<file path="src/rtl/pbit_pkg.sv">
// rtl/pbit_pkg.sv - shared types, constants and saturating shift for the p-bit row engine
package pbit_pkg;

    typedef enum logic [1:0] {
        ST_IDLE = 2'd0,
        ST_RUN  = 2'd1,
        ST_DONE = 2'd2
    } state_e;

    // Galois taps for x^16 + x^14 + x^13 + x^11 + 1 (right-shifting form)
    localparam logic [15:0] LFSR_MASK   = 16'hB400;
    // Per-cell seed stride so neighbouring p-bits start decorrelated
    localparam logic [15:0] SEED_STRIDE = 16'h9E37;

    // v <<< sh evaluated at 64 bits, then clipped to the signed w-bit range.
    // The result is returned sign-extended to 32 bits.
    function automatic logic signed [31:0] sat_shl(input logic signed [31:0] v,
                                                   input logic [4:0]         sh,
                                                   input int                 w);
        logic signed [63:0] wide;
        logic signed [63:0] hi;
        logic signed [63:0] lo;
        wide = {{32{v[31]}}, v} <<< sh;
        hi   = (64'sd1 <<< (w - 1)) - 64'sd1;
        lo   = -(64'sd1 <<< (w - 1));
        if (wide > hi) begin
            sat_shl = hi[31:0];
        end else if (wide < lo) begin
            sat_shl = lo[31:0];
        end else begin
            sat_shl = wide[31:0];
        end
    endfunction

endpackage

</file>
<file path="src/rtl/pbit_cell.sv">
// rtl/pbit_cell.sv - one probabilistic bit: LFSR, beta scaling, compare, clamp and state register
//
// Ports:
//   clk, rst        clock and asynchronous active-high reset
//   adv_en_i        advance the LFSR this cycle (engine is running)
//   update_en_i     this cell's colour slot is active; m_o may change
//   field_i         signed local field
//   shift_i         beta exponent applied to field_i
//   clamp_en_i      force clamp_val_i instead of the stochastic decision
//   clamp_val_i     forced value
//   m_o             registered p-bit state
module pbit_cell
    import pbit_pkg::*;
#(
    parameter int          FIELD_W = 8,
    parameter int          SHIFT_W = 3,
    parameter logic [15:0] SEED    = 16'hACE1
) (
    input  logic                      clk,
    input  logic                      rst,
    input  logic                      adv_en_i,
    input  logic                      update_en_i,
    input  logic signed [FIELD_W-1:0] field_i,
    input  logic        [SHIFT_W-1:0] shift_i,
    input  logic                      clamp_en_i,
    input  logic                      clamp_val_i,
    output logic                      m_o
);

    logic [15:0]               lfsr_q;
    logic [15:0]               lfsr_d;
    logic                      m_q;
    logic                      m_d;
    logic signed [31:0]        s_full;
    logic signed [FIELD_W-1:0] r_val;
    logic                      fire;

    // Random compare value comes from the state before this cycle's advance
    assign r_val  = lfsr_q[FIELD_W-1:0];
    assign s_full = sat_shl(32'(field_i), 5'(shift_i), FIELD_W);
    // s_full is already inside the FIELD_W range, so a 32-bit compare is exact
    assign fire   = (s_full > 32'(r_val));

    always_comb begin
        lfsr_d = lfsr_q;
        if (adv_en_i) begin
            lfsr_d = {1'b0, lfsr_q[15:1]} ^ (lfsr_q[0] ? LFSR_MASK : 16'h0000);
        end
    end

    always_comb begin
        m_d = m_q;
        if (update_en_i) begin
            m_d = clamp_en_i ? clamp_val_i : fire;
        end
    end

    always_ff @(posedge clk or posedge rst) begin
        if (rst) begin
            lfsr_q <= SEED;
            m_q    <= 1'b0;
        end else begin
            lfsr_q <= lfsr_d;
            m_q    <= m_d;
        end
    end

    assign m_o = m_q;

endmodule

</file>
<file path="src/rtl/pbit_row_engine.sv">
// rtl/pbit_row_engine.sv - row of p-bits swept in colour groups under a start/done handshake
//
// Optional build macro: PBIT_ANNEAL_EN (beta exponent ramps by one per completed sweep)
//
// Ports:
//   clk, reset      clock and asynchronous active-high reset
//   start           request a run (accepted only when idle)
//   halt            abort a run in progress, no done pulse
//   n_sweeps        full sweeps to execute, captured when start is accepted
//   bit_shift       beta exponent (live, or anneal start value)
//   field           packed signed local fields, FIELD_W per p-bit
//   clamp_mask      per-bit clamp enable
//   clamp_val       per-bit clamp value
//   m               p-bit states
//   busy            running
//   done            one-cycle completion pulse
//   phase           active colour group
//   sweep_cnt       completed sweeps in the current or last run
module pbit_row_engine
    import pbit_pkg::*;
#(
    parameter int          N_COLS     = 8,
    parameter int          FIELD_W    = 8,
    parameter int          NUM_PHASES = 5,
    parameter int          SWEEP_W    = 16,
    parameter int          SHIFT_W    = 3,
    parameter logic [15:0] SEED_BASE  = 16'hACE1
) (
    input  logic                        clk,
    input  logic                        reset,
    input  logic                        start,
    input  logic                        halt,
    input  logic [SWEEP_W-1:0]          n_sweeps,
    input  logic [SHIFT_W-1:0]          bit_shift,
    input  logic [N_COLS*FIELD_W-1:0]   field,
    input  logic [N_COLS-1:0]           clamp_mask,
    input  logic [N_COLS-1:0]           clamp_val,
    output logic [N_COLS-1:0]           m,
    output logic                        busy,
    output logic                        done,
    output logic [(NUM_PHASES > 1 ? $clog2(NUM_PHASES) : 1)-1:0] phase,
    output logic [SWEEP_W-1:0]          sweep_cnt
);

    localparam int PH_W = (NUM_PHASES > 1) ? $clog2(NUM_PHASES) : 1;

    state_e             state_q;
    state_e             state_d;
    logic [PH_W-1:0]    phase_q;
    logic [PH_W-1:0]    phase_d;
    logic [SWEEP_W-1:0] sweep_q;
    logic [SWEEP_W-1:0] sweep_d;
    logic [SWEEP_W-1:0] nsw_q;
    logic [SWEEP_W-1:0] nsw_d;
    logic               running;
    logic               run_active;
    logic               wrap;
    logic [SHIFT_W-1:0] shift_eff;

    assign running    = (state_q == ST_RUN);
    // The halt cycle still advances the LFSRs but freezes every p-bit
    assign run_active = running & ~halt;
    assign wrap       = (phase_q == PH_W'(NUM_PHASES - 1));

`ifdef PBIT_ANNEAL_EN
    logic [SHIFT_W-1:0] anneal_q;
    logic [SHIFT_W-1:0] anneal_d;

    always_comb begin
        anneal_d = anneal_q;
        if (state_q == ST_IDLE && start) begin
            anneal_d = bit_shift;
        end else if (run_active && wrap && anneal_q != {SHIFT_W{1'b1}}) begin
            anneal_d = anneal_q + SHIFT_W'(1);
        end
    end

    always_ff @(posedge clk or posedge reset) begin
        if (reset) begin
            anneal_q <= '0;
        end else begin
            anneal_q <= anneal_d;
        end
    end

    assign shift_eff = anneal_q;
`else
    assign shift_eff = bit_shift;
`endif

    always_comb begin
        state_d = state_q;
        phase_d = phase_q;
        sweep_d = sweep_q;
        nsw_d   = nsw_q;
        case (state_q)
            ST_IDLE: begin
                if (start) begin
                    nsw_d   = n_sweeps;
                    phase_d = '0;
                    sweep_d = '0;
                    state_d = (n_sweeps == '0) ? ST_DONE : ST_RUN;
                end
            end
            ST_RUN: begin
                if (halt) begin
                    state_d = ST_IDLE;
                    phase_d = '0;
                end else if (wrap) begin
                    phase_d = '0;
                    sweep_d = sweep_q + SWEEP_W'(1);
                    if (sweep_q + SWEEP_W'(1) == nsw_q) begin
                        state_d = ST_DONE;
                    end
                end else begin
                    phase_d = phase_q + PH_W'(1);
                end
            end
            ST_DONE: begin
                state_d = ST_IDLE;
                phase_d = '0;
            end
            default: begin
                state_d = ST_IDLE;
                phase_d = '0;
            end
        endcase
    end

    always_ff @(posedge clk or posedge reset) begin
        if (reset) begin
            state_q <= ST_IDLE;
            phase_q <= '0;
            sweep_q <= '0;
            nsw_q   <= '0;
        end else begin
            state_q <= state_d;
            phase_q <= phase_d;
            sweep_q <= sweep_d;
            nsw_q   <= nsw_d;
        end
    end

    for (genvar i = 0; i < N_COLS; i++) begin : g_cell
        localparam logic [15:0] SEED_RAW = SEED_BASE ^ 16'(i * SEED_STRIDE);
        // An all-zero Galois LFSR would lock up
        localparam logic [15:0] SEED     = (SEED_RAW == 16'h0000) ? 16'h0001 : SEED_RAW;

        logic upd;
        assign upd = run_active & (phase_q == PH_W'(i % NUM_PHASES));

        pbit_cell #(
            .FIELD_W (FIELD_W),
            .SHIFT_W (SHIFT_W),
            .SEED    (SEED)
        ) u_cell (
            .clk         (clk),
            .rst         (reset),
            .adv_en_i    (running),
            .update_en_i (upd),
            .field_i     (field[i*FIELD_W +: FIELD_W]),
            .shift_i     (shift_eff),
            .clamp_en_i  (clamp_mask[i]),
            .clamp_val_i (clamp_val[i]),
            .m_o         (m[i])
        );
    end

    assign busy      = running;
    assign done      = (state_q == ST_DONE);
    assign phase     = phase_q;
    assign sweep_cnt = sweep_q;

endmodule
</file>
<file path="config.mk">
export PLATFORM = sky130hd
export DESIGN_NAME = pbit_row_engine
export DESIGN_NICKNAME = d
export VERILOG_FILES = /design/src/rtl/pbit_pkg.sv /design/src/rtl/pbit_cell.sv /design/src/rtl/pbit_row_engine.sv
export SDC_FILE = /design/constraint.sdc
export NUM_CORES = 1
export LEC_CHECK = 0
export ABC_AREA = 1
export BUFFER_PORTS_ARGS = -buffer_cell sky130_fd_sc_hd__buf_2
export CAP_MARGIN = 10
export CELL_PAD_IN_SITES_DETAIL_PLACEMENT = 1
export CELL_PAD_IN_SITES_GLOBAL_PLACEMENT = 2
export CORE_ASPECT_RATIO = 1.5
export CORE_UTILIZATION = 30
export DETAILED_ROUTE_END_ITERATION = 6
export PLACE_DENSITY_LB_ADDON = 0.1
export SYNTH_ARGS = -nofsm -noshare
export SYNTH_HDL_FRONTEND = slang
export SYNTH_HIERARCHICAL = 1
export SYNTH_SLANG_ARGS = --single-unit
</file>
<file path="constraint.sdc">
create_clock -name clk -period 4.9 [get_ports clk]
set_input_delay 0.49 -clock clk [delete_from_list [all_inputs] [get_ports clk]]
set_output_delay 0.49 -clock clk [all_outputs]
set_load 0.02 [all_outputs]
</file>
==> impl_metrics.ini, run 1 <==
[floorplan]
die_width_um = 182
core_um2 = 47800
die-area_um2 = 49400
fp-row-count = 98
num_io_pins = 132
start_util = 0.304
die_h_um = 272

[critical_path]
startpoint_type = input port
critical_path.cell_chain = buf_4 > buf_4 > inv_1 > nand3_1 > nand3_1 > nand2_1 > nand2_1 > nor2_1 > nand2_1 > nand2_2 > nand2_1 > nand2_1 > ha_1 > a21oi_1 > nor2_1 > nor3_1 > nand2_1 > nand2_1 > nand2_1 > nand2_1 > a21oi_1
cpMaxStageDelayCell = buf_4
crit_path_end_kind = flop
worst-endpoint-required_ps = 5240
crit_fanout = 56
r2r_start = state_q[1]
worstSetupPathType = in -> reg
startpoint = bit_shift[1]
cp_common_cell = nand2_1
worstPathArrival_ps = 3320
slowest_delay_ps = 550

[cts]
cts_setup_buffers = 0
htree_levels = 4
cts_resized = 0
ctsLongestPathBuffers = 2
cts_tree = done
clkSinkCount = 173
cts_hold_buf = 0
clock_latency_ps = 460
numCtsBuffers = 17
root_buffer = clkbuf_16
path_clk_slew_ps = 80

[timing]
skew_ps = 16.2
tightest_slew_ps = 886
slew_headroom = 0.407
fin_setup_tns_ps = 0
final.period_utilization = 0.608
period_needed_ps = 2980
final-hold-violation-count = 0
grt_setup_unrepaired = false
drv_slew = 0
finalSetupViolations = 0
fmax_mhz = 336

[cells_and_area]
final_common_cell = nand2_1
nNetsFinal = 2464
layout_common_cells = nand2_1, inv_1, nand3_1
final_cells = 2851
areaGrowthSynthToFinish_pct = 10.2
drive_above_1_share = 0.159

[power_and_ir_drop]
p_leak_uw = 0.00779
switching_share = 0.414
ir_drop_mv = 0.450
pwr-share-seq = 0.358
powerDensity_nw_per_um2 = 283
p_clk_frac = 0.297
combPwrFrac = 0.345
p_switching_uw = 1880
p_int_uw = 2660

[worst_hold_path]
hold_path.class = in -> reg
hold_start = n_sweeps[4]

[global_route]
grtUsageMet3 = 0.0338
track_usage = 0.177
grt_pass1_wl_mm = 71.0
grt.overflow.total = 0
antenna_found_initial = 11
gr-usage-met1 = 0.187
grt_pass1_vias = 14800
grt_max_degree = 59
grt_use_met2 = 0.348
busiest_layer = met2

[yosys]
seq_area_frac_synth = 0.303
ys_types = 38
synthCells = 2203
synth_warnings = 6
syn_nets = 2432
syn_avg_cell_area_um2 = 6.61
ys_ff_latch = 173
syn_area_um2 = 14600

[detailed_routing]
totalWireLength_mm = 42.3
vias = 13900
drt_iter0_drc = 425
dr.pass1.iters = 4
via_per_inst = 4.86
antenna_left = 0
route.detailed.drc = 0
routedWlPerCell_um = 14.8

[placed_design]
gp_congestion = 0.802
dp_cells = 2816
numPortBuffers = 131
place_hpwl_mm = 34.0

[job]
cap_violations = 0

[outcome]
status = complete, no violations
synthesized netlist by cell type:
cell type  number  area share
nand2_1       785        0.20
inv_1         196       0.051
nand3_1       183       0.063
o21ai_0       155       0.053
nor2_1        146       0.038
ha_1          126        0.11
dfrtp_1       105        0.18
clkbuf_1       98       0.025
a21oi_1        73       0.025
dfstp_2        68        0.12
nand2_2        47       0.020
xnor2_1        25       0.015
o22ai_1        19      0.0082
inv_2          17      0.0044
buf_4          16      0.0083
nand3_2        16       0.011
nor3_1         16      0.0055
nand4_1        14      0.0060
buf_2          10      0.0034
nand2_4         9      0.0070
a21boi_0        8      0.0041
a31oi_1         8      0.0034
and3_1          8      0.0034
buf_6           8      0.0062
clkinv_1        8      0.0021
inv_8           8      0.0062
o31ai_1         8      0.0041
nor2_4          6      0.0046
nor2_2          5      0.0021
nor4_1          3      0.0013
nand3b_1        2      0.0010
and2_4          1     0.00060
clkinv_2        1     0.00034
o211ai_1        1     0.00052
o21ai_2         1     0.00060
o21bai_1        1     0.00052
or2_2           1     0.00043
xor2_1          1     0.00060
path summary, 6_finish.rpt:
path	depth (start not counted)	slack, ps	to
worst max register to register	8	2540	sweep_cnt[9]
worst max-delay path	21	1920	g_cell[1].u_cell/m_o
max in group asynchronous	3	3740	sweep_cnt[5]
worst min-delay path	3	240	nsw_q[4]
min in group asynchronous	2	290	g_cell[6].u_cell/lfsr_q[9]
worst min register to register	2	460	g_cell[5].u_cell/lfsr_q[8]
cell families after synthesis:
group | count (synthesis) | synth area share
AO/OA/AOI/OAI | 274 | 0.0999
flip-flops | 173 | 0.303
XOR/XNOR | 26 | 0.0156
buffers and inverters | 362 | 0.107
adder cells (fa/ha/maj) | 126 | 0.108
AND/OR/NAND/NOR | 1242 | 0.366
metrics by stage:
stage / cell area, µm² / total power [µW] / hold slack (ps) / util / worst slack (ps)
after floorplan: 14600 / 2780 / 408 / - / 2650
after global placement: 15400 / 3240 / 443 / 0.323 / 1460
after detailed placement: 15400 / 3270 / 451 / 0.323 / 1420
after CTS: 16000 / 4660 / 225 / 0.335 / 1910
after global routing: 16000 / 4900 / 246 / 0.335 / 1620
final: 16000 / 4540 / 244 / 0.335 / 1920
final cells by class:
cell class | count | area [µm²]
Tap cell | 600 | 751
Clock buffer | 17 | 425
Sequential cell | 173 | 4410
Inverter | 230 | 927
Fill cell | 6199 | 31800
Multi-Input combinational cell | 1668 | 8590
Timing Repair Buffer | 145 | 768
Clock inverter | 15 | 151
Antenna cell | 3 | 7.51
registers in the layout, indices dropped and copies added, names as in the netlist:
signal / cells
sweep_cnt: 16
nsw_q: 16
state_q: 2
phase: 3
g_cell.u_cell/m_o: 8
g_cell.u_cell/lfsr_q: 128
worst max-delay path: cells and delay by family:
kind,cells,cell delay (ps)
buffers and inverters,3,1140
adders and majority gates,1,240
AOI/OAI and AO/OA,2,210
and+or+nand+nor,15,1200
power groups by stage:
stage	combinational [µW]	sequential (µW)	clock, µW
floorplan	1090	1690	0
global placement	1590	1650	0
detailed placement	1610	1660	0
CTS	1620	1630	1400
global route	1800	1650	1450
finish	1570	1630	1350
layer usage:
metal	vias up	wire, µm
li1	7071	-
met1	6562	17400
met2	143	22500
met3	59	1330
met4	16	929
met5	-	102
(Power assumes the default switching activity.)
==> inputs of run 2 (changes only) <==
==> constraint.sdc (replaced) <==
create_clock -name clk -period 3.1 [get_ports clk]
set_input_delay 0.31 -clock clk [delete_from_list [all_inputs] [get_ports clk]]
set_output_delay 0.31 -clock clk [all_outputs]
set_load 0.02 [all_outputs]
==> run 2 against run 1 <==
Compared with the run above:
- final cell count is 0.63% higher
- via count up 0.31%
- critical path depth decreased by 1
- power grew 58%
- core utilization is 0.28 points higher
- largest power group unchanged
- highest routed layer unchanged
==> impl_metrics.ini, run 2 (synthesis gave the netlist of run 1 again) <==
[critical_path]
reg2regPathDepth = 12
crit_fanout = 19
worstReg2RegEnd = state_q[0]
worstSetupPathType = in -> reg
worst-endpoint-required_ps = 3480
startpoint_type = input port
rrSetupSlack_ps = 810
cp-endpoint = g_cell[3].u_cell/m_o
worstPathArrival_ps = 2760
r2r_start = sweep_cnt[0]
startpoint = bit_shift[1]
crit_path_end_kind = flop

[cells_and_area]
largest_register_ffs = 128
register_area_um2 = 4410
layout_common_cells = nand2_1, inv_1, nand3_1
areaGrowthSynthToFinish_pct = 11.1
multi_input_area_um2 = 8590
final_common_cell = nand2_1
regMostFlops = g_cell.u_cell/lfsr_q
fillers = 6136
drive_above_1_share = 0.166
final_area_um2 = 16200
nNetsFinal = 2484

[detailed_routing]
drt_iter0_drc = 382
routedWlPerCell_um = 14.6
route.detailed.drc = 0
dr.pass1.iters = 4
vias = 13900
via_per_inst = 4.84
antenna_left = 0
totalWireLength_mm = 41.9

[power_and_ir_drop]
powerDensity_nw_per_um2 = 443
ir_drop_mv = 0.396
p_leak_uw = 0.00788

[cts]
path_clk_slew_ps = 70
htree_levels = 4
clock_latency_ps = 460
clkSinkCount = 173
cts_resized = 0
root_buffer = clkbuf_16
numCtsBuffers = 17
cts_setup_buffers = 0
cts_hold_buf = 0
cts_tree = done
ctsLongestPathBuffers = 2

[timing]
final.period_utilization = 0.768
slew_headroom = 0.494
drv_slew = 0
tightest_slew_ps = 757
final-hold-violation-count = 0
finalSetupViolations = 0
skew_ps = 6.36
period_needed_ps = 2380
grt_setup_unrepaired = false
fin_setup_tns_ps = 0
fmax_mhz = 420

[job]
cap_violations = 0

[placed_design]
gp_congestion = 0.836
numPortBuffers = 131
dpl-instance-area_um2 = 15600
place_hpwl_mm = 33.7

[global_route]
grt_pass1_vias = 14800
grt_max_degree = 50
track_usage = 0.177
grt_pass1_wl_mm = 71.0
grt.overflow.total = 0
antenna_found_initial = 6

[floorplan]
core_um2 = 47800
start_util = 0.304
die_h_um = 272
fp-row-count = 98
die-area_um2 = 49400
num_io_pins = 132
die_width_um = 182

[worst_hold_path]
hold_path.class = in -> reg

[outcome]
status = complete, no violations
## run 2: routing by layer
metal	vias up	part of all wire	GRT usage
met5	-	0.0013	0
met4	8	0.020	0.0579
met3	45	0.029	0.0267
met2	142	0.53	0.341
met1	6586	0.42	0.196
li1	7113	-	-
## run 2: worst min path at each step
| stage | from | end | slack, ps | depth (start not counted) |
|---|---|---|---|---|
| 6_report | n_sweeps[4] | nsw_q[4] | 70 | 3 |
| 5_1_grt | n_sweeps[1] | nsw_q[1] | 60 | 3 |
| 4_1_cts | n_sweeps[11] | nsw_q[11] | 40 | 3 |
| 3_5_place_dp | g_cell[7].u_cell/lfsr_q[9] | g_cell[7].u_cell/lfsr_q[8] | 450 | 2 |
| 3_3_place_gp | g_cell[5].u_cell/lfsr_q[9] | g_cell[5].u_cell/lfsr_q[8] | 440 | 2 |
| 2_1_floorplan | reset | g_cell[5].u_cell/lfsr_q[0] | 230 | 1 |
## run 2: final cells by class
class,count,area share
multi-input cells,1668,0.531
flip-flops and latches,173,0.273
repair buffers,165,0.0584
inverters,230,0.0573
well taps,600,0.0464
clock buffers,19,0.0268
clock inverters,13,0.00666
diodes,1,0.000155
## run 2: metrics by stage
step	hold WS, ps	instances	setup slack (ps)	util	total power, µW
after global placement	444	2836	183	0.327	5170
final	69.4	2869	719	0.338	7170
after global routing	64.7	2869	382	0.338	7760
after floorplan	228	2203	1030	-	4400
after detailed placement	451	2836	178	0.327	5210
after CTS	39.1	2868	666	0.338	7360
## run 2: where the power goes
part | leakage (µW) | total (µW) | internal [µW] | switching (µW)
clock network | 0.000253 | 2070 | 1040 | 1030
logic | 0.00551 | 2520 | 744 | 1780
registers | 0.00212 | 2580 | 2440 | 131
## run 2: worst max-delay path, stage by stage
cell     delay [ps]
buf_4           260
buf_4           300
inv_1           170
nand2_1         110
nand2_1          70
nand2_1          60
nand2_1          80
nor2_1          110
nand3_1         120
nand2_2         130
nand2_1          80
ha_1            310
a21oi_1          70
o21ai_0         180
nand2_1          80
nand2_1          60
nand2_1          50
nand2_1          50
nand2_1          50
a21oi_1         120
